`src/rtl/demux_pkg.sv`:
```
// demux_pkg: shared constants and types for the 1-to-4 stream demultiplexer
package demux_pkg;
    localparam int LANES      = 4;
    localparam int LANE_DEPTH = 2;
    localparam int SEL_W      = $clog2(LANES);
    localparam int DEF_WIDTH  = 32;
    typedef logic [1:0] cnt_t;
endpackage

```
`src/rtl/demux_lane_fifo.sv`:
```
// demux_lane_fifo: 2-entry per-lane FIFO with registered head and occupancy
module demux_lane_fifo
    import demux_pkg::*;
#(
    parameter int WIDTH = DEF_WIDTH
) (
    input  logic             clk,
    input  logic             rst_n,
    input  logic             push,
    input  logic [WIDTH-1:0] push_data,
    input  logic             pop_ready,
    output logic [WIDTH-1:0] head,
    output logic             head_valid,
    output cnt_t             count
);
    logic [WIDTH-1:0] mem [LANE_DEPTH];
    logic             rd_ptr;
    logic             wr_ptr;
    logic             do_push;
    logic             pop;

    // a full lane never takes a word, even if it pops in the same cycle
    assign do_push    = push && (count != cnt_t'(LANE_DEPTH));
    assign pop        = head_valid && pop_ready;
    assign head_valid = count != '0;
    assign head       = head_valid ? mem[rd_ptr] : '0;

    always_ff @(posedge clk or negedge rst_n) begin
        if (!rst_n) begin
            mem    <= '{default: '0};
            rd_ptr <= 1'b0;
            wr_ptr <= 1'b0;
            count  <= '0;
        end else begin
            if (do_push) begin
                mem[wr_ptr] <= push_data;
                wr_ptr      <= ~wr_ptr;
            end
            if (pop)
                rd_ptr <= ~rd_ptr;
            count <= count + cnt_t'(do_push) - cnt_t'(pop);
        end
    end
endmodule

```
`src/rtl/demux_1x4.sv`:
```
// demux_1x4: routes one valid/ready stream to four independently drained lanes
module demux_1x4
    import demux_pkg::*;
#(
    parameter int WIDTH = DEF_WIDTH
) (
    input  logic             clk,
    input  logic             rst_n,
    input  logic             in_valid,
    output logic             in_ready,
    input  logic [WIDTH-1:0] in_data,
    input  logic [SEL_W-1:0] select,
    output logic [WIDTH-1:0] out0,
    output logic [WIDTH-1:0] out1,
    output logic [WIDTH-1:0] out2,
    output logic [WIDTH-1:0] out3,
    output logic [LANES-1:0] out_valid,
    input  logic [LANES-1:0] out_ready,
    output logic             busy
);
    cnt_t             cnt   [LANES];
    logic [WIDTH-1:0] heads [LANES];
    logic [LANES-1:0] push;

    assign in_ready = cnt[select] < cnt_t'(LANE_DEPTH);
    assign push     = {LANES{in_valid && in_ready}} & (LANES'(1) << select);
    assign busy     = |out_valid;
    assign out0     = heads[0];
    assign out1     = heads[1];
    assign out2     = heads[2];
    assign out3     = heads[3];

    for (genvar g = 0; g < LANES; g++) begin : g_lane
        demux_lane_fifo #(.WIDTH(WIDTH)) u_fifo (
            .clk        (clk),
            .rst_n      (rst_n),
            .push       (push[g]),
            .push_data  (in_data),
            .pop_ready  (out_ready[g]),
            .head       (heads[g]),
            .head_valid (out_valid[g]),
            .count      (cnt[g])
        );
    end
endmodule

```
`config.mk`:
```
export PLATFORM = sky130hd
export DESIGN_NAME = demux_1x4
export DESIGN_NICKNAME = d
export VERILOG_FILES = /design/src/rtl/demux_pkg.sv /design/src/rtl/demux_lane_fifo.sv /design/src/rtl/demux_1x4.sv
export SDC_FILE = /design/constraint.sdc
export NUM_CORES = 1
export LEC_CHECK = 0
export CAP_MARGIN = 30
export CORE_MARGIN = 5
export CORE_UTILIZATION = 45
export CTS_CLUSTER_SIZE = 24
export DETAILED_ROUTE_END_ITERATION = 16
export PLACE_DENSITY_LB_ADDON = 0.3
export SLEW_MARGIN = 20
export SYNTH_ARGS = -nofsm -noshare
export SYNTH_HDL_FRONTEND = slang
export SYNTH_SLANG_ARGS = --single-unit
```
`constraint.sdc`:
```
create_clock -name clk -period 2.4 [get_ports clk]
set_clock_uncertainty 0.05 [all_clocks]
set_input_delay 0.48 -clock clk [delete_from_list [all_inputs] [get_ports clk]]
set_output_delay 0.48 -clock clk [all_outputs]
set_load 0.02 [all_outputs]
```
# ---- Word-level counts from Yosys, hierarchy flattened
# Index checks and enable logic that the tools add are counted.
dict set report classes {
  add_sub_neg 8
  n_lt_le_gt_ge 14
  n_eq_ne 4
  reduce_logical 18
  n_mux 31
  shifts 1
  n_bitwise 18
}
# op n
set op_table {}
lappend op_table {{2-to-1 mux 32 bit} 20}
lappend op_table {{bitwise mux 64 bit} 4}
lappend op_table {{demux 32 bit (select 1 bit)} 4}
lappend op_table {{greater-or-equal comparator 2 bit (second input constant)} 8}
lappend op_table {{inverter 1 -> 2 bit} 8}
lappend op_table {{logical AND 1 bit} 13}
lappend op_table {{adder 2 x 1 -> 2 bit} 4}
lappend op_table {{less-than comparator 2 x 1 -> 1 bit (second input constant)} 4}
lappend op_table {{inequality test 2 bit (second input constant)} 4}
lappend op_table {{inverter 1 bit} 8}
lappend op_table {{nonzero test 2 bit} 4}
lappend op_table {{subtractor 2 x 1 -> 2 bit} 4}
lappend op_table {{bitwise AND 4 bit} 1}
lappend op_table {{binary-select mux 2 bit (select 2 bit)} 1}
lappend op_table {{2-to-1 mux 2 bit} 2}
lappend op_table {{OR reduction 4 bit} 1}
lappend op_table {{left shift 1 x 2 -> 4 bit (first input constant)} 1}
lappend op_table {{greater-or-equal comparator 3 bit (second input constant)} 1}
lappend op_table {{inverter 2 -> 3 bit} 1}
lappend op_table {{less-than comparator 2 bit (second input constant)} 1}
dict set report word_totals {
  reg_bits 272
  input_bits 41
}

# ---- Depth between registers and ports, before layout
dict set report logic_depth {
  ltp_word 10
  depth_mapped 7
}

# ---- Hierarchy
# A second synthesis with hierarchy kept.
dict set report hier_totals {
  hier_cells 920
  hier_area_um2 12303.0
}
# module instances area_each_um2 cells_each
set modules_own_cells {}
lappend modules_own_cells {demux_lane_fifo 4 3057.9 228}
lappend modules_own_cells {demux_1x4 1 71.3 8}

# ---- Worst setup path after synthesis
# Ideal clock, no wire load.
dict set report synth_path {
  path_type {input-to-reg}
  from {input port select[1]}
  to {register g_lane[1].u_fifo.mem[33] (netlist name)}
  t_arrival_ns 1.737
  path_buffers 3
  slack_ns 0.489
  cell_stages 6
  path_cell_list {buf_4 and4bb_2 nor2b_1 clkbuf_2 buf_6 mux2_2}
}
dict set report synth_via {
  elab_chain_cells 8
  elab_cells_between_ends 9
  cone_classes {order compare (1); shift (1); mux (3); bitwise (2); reduce/logical (2)}
}
# item line
set synth_lines {}
lappend synth_lines {{start, declared} demux_1x4.sv:12} ;# input logic [SEL_W-1:0] select,
lappend synth_lines {{inverter 2 -> 3 bit (not written as such)} demux_1x4.sv:25} ;# assign in_ready = cnt[select] < cnt_t'(LANE_DEPTH);
lappend synth_lines {{binary-select mux 2 bit (select 2 bit)} demux_1x4.sv:25}
lappend synth_lines {{2-to-1 mux 2 bit (not written as such) (2 in series)} demux_1x4.sv:25}
lappend synth_lines {{less-than comparator 2 bit} demux_1x4.sv:25}
lappend synth_lines {{logical AND 1 bit} demux_1x4.sv:26} ;# assign push = {LANES{in_valid && in_ready}} & (LANES'(1) << select);
lappend synth_lines {{bitwise AND 4 bit (*)} demux_1x4.sv:26}
lappend synth_lines {{logical AND 1 bit (*)} demux_lane_fifo.sv:23} ;# assign do_push = push && (count != cnt_t'(LANE_DEPTH));
lappend synth_lines {{end signal, assigned by index} demux_lane_fifo.sv:36} ;# mem[wr_ptr] <= push_data;
lappend synth_lines {{end, declared} demux_lane_fifo.sv:16} ;# logic [WIDTH-1:0] mem [LANE_DEPTH];
# Mark *: on every way between the ends. The rest lies on a longest branch, timed or not. The select of a mux whose other input is x is not followed.
# A chain may end at the register's enable or synchronous reset.

# ---- Worst setup path after layout
dict set report layout_path {
  from {register g_lane[1].u_fifo.rd_ptr}
  to {output port out1[19]}
}
dict set report layout_via {
  elab_chain_cells 5
}
# item line
set layout_lines {}
lappend layout_lines {{start, declared} demux_lane_fifo.sv:17} ;# logic rd_ptr;
lappend layout_lines {{start signal, assigned} demux_lane_fifo.sv:40} ;# rd_ptr <= ~rd_ptr;
lappend layout_lines {{inverter 1 -> 2 bit (not written as such)} demux_lane_fifo.sv:26} ;# assign head = head_valid ? mem[rd_ptr] : '0;
lappend layout_lines {{2-to-1 mux 32 bit (not written as such) (3 in series)} demux_lane_fifo.sv:26}
lappend layout_lines {{2-to-1 mux 32 bit} demux_lane_fifo.sv:26}
lappend layout_lines {{end, declared} demux_1x4.sv:14} ;# output logic [WIDTH-1:0] out1,
# No other way between the ends. The select of a mux whose other input is x is not followed.

==> results.sh <==
export IMPL_status="finished clean"
export IMPL_dieHeight_um=175
export IMPL_maximum_number_of_pins_on_one_net_before_global_route_repair=66
export IMPL_totalWireLength_um=30800
export IMPL_initial_utilization_pct=45.6
export IMPL_timing_critical_path_arrival_ps=1860
export IMPL_cts_sinks=272
export IMPL_route_detailed_drc=0
export IMPL_final_hold_viol_count=0
export IMPL_vias_per_cell=5.31
export IMPL_final_fill_count=2244
export IMPL_routabilityCongestion=0.746
export IMPL_io_pin_count=175
export IMPL_global_route_usage_total_pct=19.8
export IMPL_worstSetupPathType="reg2out"
export IMPL_worstSetupStartpointType="flip-flop"
export IMPL_clkLatencyLatePin_ps=530
export IMPL_grt_overflow_total=0
export IMPL_ys_warnings_count=0
export IMPL_clockBufferDepth=3
export IMPL_cts_inserted_buffers=29
export IMPL_rsz0062_at_grt="yes"
export IMPL_postSynthNetCount=952
export IMPL_first_pass_detailed_route_iteration_total=4
export IMPL_worst_slew_pin_slew_ps=525
export IMPL_grt_pass1_wl_um=48400
export IMPL_post_synth_arst_share_pct=100
export IMPL_max_cap_violations=0
export IMPL_min_delay_start="g_lane[0].u_fifo.mem[60]$_DFFE_PN0P_"
export IMPL_max_freq_mhz=418
export IMPL_synth_most_common_cell="sky130_fd_sc_hd__dfrtp_1"
export IMPL_ys_seq_elements=272
export IMPL_dieWidth_um=175
export IMPL_final_area_mm2=0.0157
export IMPL_critPathMaxFanout=6
export IMPL_post_synth_num_cell_types=26
export IMPL_timing_final_setup_violations=0
export IMPL_drtAntennaViolNets=0
export IMPL_core_footprint_mm2=0.0269
export IMPL_combined_area_of_all_synthesized_cells_mm2=0.0123
export IMPL_n_antenna_cell=0
export IMPL_avgSynthCellArea_um2=13.5
export IMPL_crit_required_ps=1870
export IMPL_synth_edf_count=0
export IMPL_finalNetCount=1156
export IMPL_grt_antenna_before_repair=0
export IMPL_dp_slack_ps=-286
export IMPL_clock_tree_from_tritoncts="done"
export IMPL_cp_end_kind="output port"
export IMPL_grt_pass1_vias=8438
export IMPL_netlist_top_cell_by_area="sky130_fd_sc_hd__dfrtp_1"
export IMPL_dominantRegCellSynth="sky130_fd_sc_hd__dfrtp_1"
export IMPL_final_setup_tns_ps=0
export IMPL_top_cells_by_count_synth="272 x sky130_fd_sc_hd__dfrtp_1, 195 x sky130_fd_sc_hd__mux2_2, 135 x sky130_fd_sc_hd__nor2_1"
export IMPL_dieArea_mm2=0.0307
export IMPL_clk_transition_reported_paths_ps=60
export IMPL_timing_critical_path_from="g_lane[1].u_fifo.rd_ptr$_DFFE_PN0P_"
export IMPL_areaGrowthSynthToFinish_pct=28.2
export IMPL_vdd_drop_max_mv=0.864
export IMPL_detailroute_via_count=7811
export IMPL_placedInstanceArea_mm2=0.0148
export IMPL_period_minus_slack_ps=2390
export IMPL_fin_ws_ps=8.61
export IMPL_ctsRootBufferMaster="sky130_fd_sc_hd__clkbuf_16"
export IMPL_synth_top_area_cells="sky130_fd_sc_hd__dfrtp_1 55%, sky130_fd_sc_hd__mux2_2 18%, sky130_fd_sc_hd__mux2i_1 10%"
export IMPL_power_leakage_nw=7.52
export IMPL_io_buffer_count=174
export IMPL_drt_wirelength_per_cell_um=21.0
export IMPL_relSlewSlack_pct=65.0
export IMPL_ys_seq_area_share_pct=55.5
export IMPL_final_max_slew_viol_count=0
export IMPL_synthesis_instances=907
export IMPL_num_rows=60
export IMPL_timing_final_crit_share_pct=99.6
export IMPL_worst_hold_path_type="reg2reg"
export IMPL_drive_above_1_share_pct=33.9
export IMPL_dr_first_iter_drc_count=400
export IMPL_total_power_mw=24.4
export IMPL_power_per_cell_area_mw_per_mm2=1550
export IMPL_r2r_start="g_lane[3].u_fifo.count[1]$_DFF_PN0_"
export IMPL_dp_final_hpwl_um=20400
export IMPL_synthDominantCellAreaShare_pct=55.5
export IMPL_h_tree_depth=1
-- cell type report --
| class | count | area [µm²] | area share (%) |
|---|---|---|---|
| Clock buffer | 44 | 822 | 5.23 |
| Clock inverter | 6 | 90.1 | 0.573 |
| Inverter | 12 | 45.0 | 0.286 |
| Multi-Input combinational cell | 561 | 5180 | 32.9 |
| Sequential cell | 272 | 6820 | 43.3 |
| Tap cell | 341 | 427 | 2.71 |
| Timing Repair Buffer | 235 | 2350 | 15.0 |
-- placed cells by master, fill, tap and decap left out, types with 12 or more instances in the layout --
| cell | n |
|---|---|
| sky130_fd_sc_hd__dfrtp_1 | 267 |
| sky130_fd_sc_hd__mux2_2 | 195 |
| sky130_fd_sc_hd__nor2_1 | 125 |
| sky130_fd_sc_hd__mux2i_1 | 116 |
| sky130_fd_sc_hd__dlygate4sd2_1 | 80 |
| sky130_fd_sc_hd__mux2_1 | 61 |
| sky130_fd_sc_hd__buf_4 | 43 |
| sky130_fd_sc_hd__clkdlybuf4s50_1 | 39 |
| sky130_fd_sc_hd__clkbuf_16 | 31 |
| sky130_fd_sc_hd__buf_12 | 28 |
| sky130_fd_sc_hd__clkbuf_2 | 20 |
| sky130_fd_sc_hd__inv_1 | 12 |
-- what timing repair did --
item                                   in CTS  in global routing
setup endpoints to repair                 131                 58
pin swaps                                   3                  6
cloned                                      1                  2
gates resized for setup                   230                 77
hold buffers                                1                  0
endpoints found under the hold margin      57                  0
setup buffers                               5                  3
-- through the flow --
step / utilization (%) / hold WS, ps / instances
after floorplan: - / 134 / 907
after global placement: 55.2 / 416 / 1410
after detailed placement: 55.2 / 419 / 1410
after CTS: 58.1 / 438 / 1467
after global routing: 58.5 / 441 / 1471
final: 58.5 / 434 / 1471
-- power by group --
part           total (mW)  switching, mW  internal (mW)
logic                11.8           6.33           5.51
clock network        4.32           1.75           2.56
registers            8.22           1.32           6.91
-- worst paths after layout --
path / end / slack (ps) / cells after the start
max: out1[19] / 9 / 5
max in group asynchronous: g_lane[0].u_fifo.mem[11]$_DFFE_PN0P_ / 1140 / 3
max reg2reg: g_lane[3].u_fifo.count[1]$_DFF_PN0_ / 460 / 8
min reg2reg: g_lane[0].u_fifo.mem[60]$_DFFE_PN0P_ / 430 / 1
min in group asynchronous: g_lane[0].u_fifo.mem[4]$_DFFE_PN0P_ / 440 / 2
min: g_lane[0].u_fifo.mem[60]$_DFFE_PN0P_ / 430 / 1
-- registers in the layout, summed over array words and instances, names as in the netlist --
signal / count
g_lane.u_fifo.mem: 256
g_lane.u_fifo.count: 8
g_lane.u_fifo.wr_ptr: 4
g_lane.u_fifo.rd_ptr: 4
-- critical path, cell delays in order (launching register included) --
cell                      delay, ps
sky130_fd_sc_hd__dfrtp_4        540
sky130_fd_sc_hd__buf_8          170
sky130_fd_sc_hd__buf_12         140
sky130_fd_sc_hd__mux2i_1        130
sky130_fd_sc_hd__nor2_1         170
sky130_fd_sc_hd__buf_4          170
-- routing by layer --
metal	GRT usage [%]	vias up	wire, µm
met3	3.03	34	1260
met5	0	-	0
li1	-	3542	-
met1	27.3	4052	14100
met4	3.18	0	463
met2	33.9	183	15100
-- logic make-up (layout without fill, tap and decap cells) --
group           Yosys count  in the layout  share of synthesized area, %
compound gates            4              4                         0.214
fa+ha+maj                 4              4                         0.408
buf+inv                  74            297                          3.38
simple gates            152            152                          5.25
flops                   272            272                          55.5
mux                     385            385                          34.1
xor+xnor                 16             16                          1.14
No activity file was read; power rests on OpenSTA's default activity.
